**src/rtl/mem_access_unit.sv**
```systemverilog
// mem_access_unit
// ---------------
// Memory-stage access controller. Converts the MEM-stage load/store control
// into a req/ack transaction on a multi-cycle data-memory bus, holds the
// pipeline (stall_o) while the transaction is outstanding, and presents the
// returned load data on ReadData_o for MEM_WB to capture in the DONE cycle.
//
// Ports
//   clk, rst_n        : rising-edge clock, asynchronous active-low reset
//   MemRead_i         : MEM-stage load
//   MemWrite_i        : MEM-stage store (wins if both are set)
//   Addr_i            : byte address from the ALU
//   WriteData_i       : store data
//   ReadData_o        : registered load data
//   stall_o           : pipeline hold request (combinational)
//   misalign_o        : misaligned access flag (combinational)
//   timeout_o         : one-cycle pulse in DONE when the bus timed out
//   bus_req_o         : bus request (registered)
//   bus_we_o          : bus write enable, 1 = write (registered)
//   bus_addr_o        : word-aligned bus address (registered)
//   bus_wdata_o       : bus write data (registered)
//   bus_rdata_i       : bus read data, valid with bus_ack_i
//   bus_ack_i         : transaction complete
//
// Parameter
//   TIMEOUT           : maximum BUSY cycles to wait for bus_ack_i (>= 1)

module mem_access_unit #(
  parameter int TIMEOUT = 16
) (
  input  logic        clk,
  input  logic        rst_n,
  input  logic        MemRead_i,
  input  logic        MemWrite_i,
  input  logic [31:0] Addr_i,
  input  logic [31:0] WriteData_i,
  output logic [31:0] ReadData_o,
  output logic        stall_o,
  output logic        misalign_o,
  output logic        timeout_o,
  output logic        bus_req_o,
  output logic        bus_we_o,
  output logic [31:0] bus_addr_o,
  output logic [31:0] bus_wdata_o,
  input  logic [31:0] bus_rdata_i,
  input  logic        bus_ack_i
);

  // Counter only has to reach TIMEOUT-1.
  localparam int CNT_W = (TIMEOUT > 1) ? $clog2(TIMEOUT) : 1;
  localparam logic [CNT_W-1:0] CNT_LAST = CNT_W'(TIMEOUT - 1);

  typedef enum logic [1:0] {
    IDLE,
    BUSY,
    DONE
  } state_t;

  state_t           state;
  logic [CNT_W-1:0] cnt;
  logic             to_flag;

  logic acc;
  logic aligned;
  logic start;

  assign acc     = MemRead_i | MemWrite_i;
  assign aligned = (Addr_i[1:0] == 2'b00);
  assign start   = acc && aligned;

  // Qualified with rst_n so the pipeline sees no stall/flags while in reset,
  // whatever the MEM-stage inputs happen to be.
  assign stall_o    = rst_n && (((state == IDLE) && start) || (state == BUSY));
  assign misalign_o = rst_n && (state == IDLE) && acc && !aligned;
  assign timeout_o  = rst_n && (state == DONE) && to_flag;

  // NOTE: all state below is written with non-blocking assignments so every
  // register samples the pre-edge values, independent of statement order.
  always_ff @(posedge clk or negedge rst_n) begin
    if (!rst_n) begin
      state       <= IDLE;
      cnt         <= '0;
      to_flag     <= 1'b0;
      ReadData_o  <= '0;
      bus_req_o   <= 1'b0;
      bus_we_o    <= 1'b0;
      bus_addr_o  <= '0;
      bus_wdata_o <= '0;
    end else begin
      case (state)
        IDLE: begin
          // Misaligned accesses never reach the bus; ack is ignored here.
          if (start) begin
            bus_addr_o  <= {Addr_i[31:2], 2'b00};
            bus_wdata_o <= WriteData_i;
            bus_we_o    <= MemWrite_i;
            bus_req_o   <= 1'b1;
            cnt         <= '0;
            to_flag     <= 1'b0;
            state       <= BUSY;
          end
        end

        BUSY: begin
          // Bus-side registers are simply not written here, so they stay
          // stable for the whole transaction. Ack beats timeout.
          if (bus_ack_i) begin
            bus_req_o <= 1'b0;
            if (!bus_we_o) ReadData_o <= bus_rdata_i;
            state <= DONE;
          end else if (cnt == CNT_LAST) begin
            bus_req_o <= 1'b0;
            if (!bus_we_o) ReadData_o <= '0;
            to_flag <= 1'b1;
            state   <= DONE;
          end else begin
            cnt <= cnt + CNT_W'(1);
          end
        end

        DONE: begin
          // Pipeline advances this cycle; the instruction is not relaunched.
          to_flag <= 1'b0;
          state   <= IDLE;
        end

        default: state <= IDLE;
      endcase
    end
  end

endmodule

```
**config.mk**
```make
export PLATFORM = sky130hd
export DESIGN_NAME = mem_access_unit
export DESIGN_NICKNAME = d
export VERILOG_FILES = /design/src/rtl/mem_access_unit.sv
export SDC_FILE = /design/constraint.sdc
export NUM_CORES = 1
export LEC_CHECK = 0
export ABC_CLOCK_PERIOD_IN_PS = 3000
export CORE_UTILIZATION = 44
export CTS_CLUSTER_DIAMETER = 80
export DETAILED_ROUTE_END_ITERATION = 16
export PLACE_DENSITY = 0.85
export SETUP_SLACK_MARGIN = 0.4
export SYNTH_ARGS = -nofsm -noshare
export SYNTH_HDL_FRONTEND = slang
export SYNTH_SLANG_ARGS = --single-unit
```
**constraint.sdc**
```tcl
create_clock -name clk -period 3 [get_ports clk]
set_input_delay 0.6 -clock clk [delete_from_list [all_inputs] [get_ports clk]]
set_output_delay 0.6 -clock clk [all_outputs]
set_load 0.005 [all_outputs]
```
* After elaboration in Yosys (flattened, before gate mapping)
Index checks and enable logic that the tools add are counted.
** Operators by class
- Muxes and demuxes :: 20
- Add/sub/neg operators :: 1
- Eq/ne operators :: 10
- Bitwise logic cells :: 1
- Reductions and logical operators :: 21
** Operators by type and width (number)
- $mux 32 :: 4
- $mux 4 :: 3
- $reduce_and 4->1 :: 3
- $ne 2x2->1 const B :: 5
- $logic_and 1x1->1 :: 8
- $pmux 4 s2 :: 1
- $mux 1 :: 6
- $mux 2 :: 3
- $add 4x1->4 const B :: 1
- $eq 4x4->1 const B :: 1
- $logic_not 2->1 :: 2
- $pmux 2 s2 :: 1
- $reduce_and 2->1 :: 2
- $reduce_bool 2->1 :: 2
- $ne 3x2->1 const B :: 1
- $pmux 1 s3 :: 1
- $reduce_and 3->1 :: 1
- $reduce_bool 3->1 :: 1
- $eq 2x1->1 const B :: 1
- $eq 2x2->1 const B :: 1
- $ne 2x1->1 const B :: 1
- $pmux 1 s2 :: 1
- $logic_not 1->1 :: 1
- $logic_or 1x1->1 :: 1
- $or 1x1->1 :: 1
** Storage, ports and cells
- Flip-flop bits (word level) :: 103
- Input port bits :: 101

* Logic depth before layout (Yosys ltp)
- Word-level depth :: 5
- Depth in mapped cells :: 6
- Gate-level depth less buffers :: 4

* Worst setup path before layout
OpenSTA, ideal clock, no wires.
- Path kind :: input -> output
- Start :: input port Addr_i[1]
- End :: output port stall_o
- Setup slack :: 970 ps
- Cell stages on the path :: 3
- Data arrival time :: 1430 ps
- Required time :: 2400 ps
- Cells stage by stage :: or3_4 or2_1 a21boi_0
** On the way
- Cells in the longest elaborated chain, start to end :: 5
** Ends and longest elaborated chain
- start: declaration :: RTL line 35 : input logic [31:0] Addr_i,
- $logic_not 2->1 :: RTL line 68 : assign aligned = (Addr_i[1:0] == 2'b00);
- $logic_and 1x1->1 :: RTL line 69 : assign start = acc && aligned;
- $logic_and 1x1->1 :: RTL line 73 : assign stall_o = rst_n && (((state == IDLE) && start) || (state == BUSY));
- $logic_or 1x1->1 :: RTL line 73
- $logic_and 1x1->1 :: RTL line 73
- end: declaration :: RTL line 38 : output logic stall_o,
No other way between the ends.

* Worst setup path after layout
Ends and elaborated chain as after synthesis.

==> reports/qor.yml <==
period_needed_ps: 2510
synth_edf_count: 0
p_sw_frac: 0.261
synthToLayoutAreaGrowth_pct: 52.5
rows: 35
worst_slew_pin_slew_ps: 599
endpoint_kind: "output port"
grt_pass1_wl_mm: 16.4
skew_ps: 10.3
drt-initial-drc-count: 103
clock_latency_ps: 350
fin_tns_setup_ps: 0
crit_required_ps: 2400
grt_antenna_before_repair: 0
design_area_sq_mm: 0.00649
fin_nets: 558
yosysSeqAreaShare: 0.606
cp_max_fo: 3
syn_inst: 252
avgSynthCellArea_sq_um: 16.9
seqPwrFrac: 0.440
vias_per_cell: 4.92
r2r-end: "bus_wdata_o[2]"
slew_headroom: 0.601
start_util: 0.458
route.detailed.drc: 0
max_freq_mhz: 399
internal_power_mw: 3.64
outcome: "completed"
yosysMostFrequentCell: "dfrtp_1"
r2r-start: "state[0]"
setup_viol: 0
core_sq_mm: 0.00928
hold_path.class: "in2async"
fp.dieW_um: 100
post-cts-setup-buffer-count: 0
cp.arrival_ps: 1910
clock_path_buffers: 2
final_util: 0.699
multi_input_area_sq_mm: 0.00149
numCtsBuffers: 9
portBuffers: 199
yosys-top-cells-area: "dfrtp_1, mux2_4, a22o_1"
reg2reg_depth: 5
ctsRootBufferMaster: "clkbuf_8"
rrSetupSlack_ps: 970
grt_setup_unrepaired: "no"
min_period_over_period: 0.836
dpl.hpwl_mm: 7.59
slew_viol_final: 0
die_h_um: 100
synth.distinct_cells: 39
seq_area_sq_mm: 0.00258
hold_violations: 0
drv_cap: 0
ir_worst_vdd_mv: 0.387
place_congestion: 0.826
routed_wl_mm: 10.5
p_switching_mw: 1.29
fillers: 665
grt_max_degree: 49
htree_levels: 3
num_io_pins: 202
power_frac_clock: 0.173
track_usage: 0.211
cts_tree: "built"
grt_overflow: 0
power_leakage_nw: 2.86
netlist_area_sq_mm: 0.00426
async_flop_share: 1.00
drive_above_1_share: 0.200
drt-pass1-iter-count: 4
cts_hold_buf: 0
combPwrFrac: 0.387
dieArea_sq_mm: 0.0101
synth_top_area_frac: 0.606
clk_pin_slew_worst_paths_ps: 90
via_count: 2900
yosys_warnings: 0
routedWlPerCell_um: 17.7
critical_path_class: "in2out"
n_antenna_cell: 0
ys_ff_latch: 103
start_kind: "input pin"
first_global_vias: 3117
postRouteAntennaNets: 0
synthTopCellsByCount: "dfrtp_1, mux2_4, a22o_1"
ys.flop_type: "dfrtp_1"
cellPowerDensity_mw_per_mm2: 760
yosysTopAreaCell: "dfrtp_1"
cts_num_sinks: 103
dpl_cell_area_sq_mm: 0.00630
==> metrics by stage <==
stage / std cells / hold slack [ps] / power (mW) / setup slack [ps]
detailed placement: 574 / 445 / 4.11 / 21.6
global route: 590 / 55.2 / 5.19 / 423
CTS: 590 / 51.6 / 4.98 / 387
global placement: 574 / 441 / 4.05 / 85.1
floorplan: 253 / 304 / 2.86 / 970
finish: 590 / 73.3 / 4.93 / 493
==> power groups by stage <==
stage	Clock [mW]	Sequential, mW	Combinational [mW]
after CTS	0.873	2.17	1.94
after detailed placement	0	2.19	1.92
after global routing	0.924	2.23	2.03
after global placement	0	2.16	1.88
final	0.852	2.17	1.91
after floorplan	0	2.19	0.668
==> state kept, by name, indices dropped and copies added (netlist names) <==
name	cells
ReadData_o	32
bus_addr_o	30
bus_req_o	1
bus_wdata_o	32
bus_we_o	1
cnt	4
state	2
to_flag	1
==> cells in the final DEF, fill, tap and decap left out, drive strengths merged, types with 4 or more instances in the layout <==
master,instances
nor2,4
mux2,63
buf,9
dfrtp,103
clkbuf,12
clkdlybuf4s50,196
a22o,32
inv,4
==> cell type report <==
type | instances | area share
sequential | 103 | 0.397
tap | 129 | 0.0249
multi-input combinational | 131 | 0.230
clock inverter | 5 | 0.00906
timing repair buffer | 207 | 0.317
inverter | 4 | 0.00231
clock buffer | 11 | 0.0202
==> kinds of logic after synthesis <==
| group | after synthesis | synth area share |
|---|---|---|
| adders and majority gates | 1 | 0.00294 |
| and+or+nand+nor | 21 | 0.0368 |
| DFF | 103 | 0.606 |
| buffers and inverters | 19 | 0.0479 |
| AOI/OAI and AO/OA | 43 | 0.0838 |
| other | 1 | 0.000881 |
| muxes | 64 | 0.222 |
==> per-layer routing <==
| metal | share of wire | up-vias | global-route usage |
|---|---|---|---|
| li1 | - | 1320 | - |
| met1 | 0.41 | 1443 | 0.274 |
| met2 | 0.51 | 120 | 0.347 |
| met3 | 0.064 | 17 | 0.0508 |
| met4 | 0.019 | 0 | 0.0747 |
| met5 | 0 | - | 0 |
==> worst max-delay path, cell delays in order <==
cell	delay, ps
clkdlybuf4s50_1	420
or3_4	370
or2_4	250
a21boi_2	140
clkbuf_2	130
==> timing repair <==
action	4_1_cts	5_1_grt
setup endpoints to repair	2	1
gates cloned	0	0
resized for setup	5	2
==> worst max path at each step <==
stage	startpoint	to	slack (ps)	cells after the start
floorplan	Addr_i[1]	stall_o	970	3
CTS	Addr_i[1]	stall_o	390	5
detailed placement	Addr_i[1]	stall_o	20	5
finish	Addr_i[1]	stall_o	490	5
global route	Addr_i[1]	stall_o	420	5
global placement	Addr_i[1]	stall_o	90	5
No activity file was read; power rests on OpenSTA's default activity.
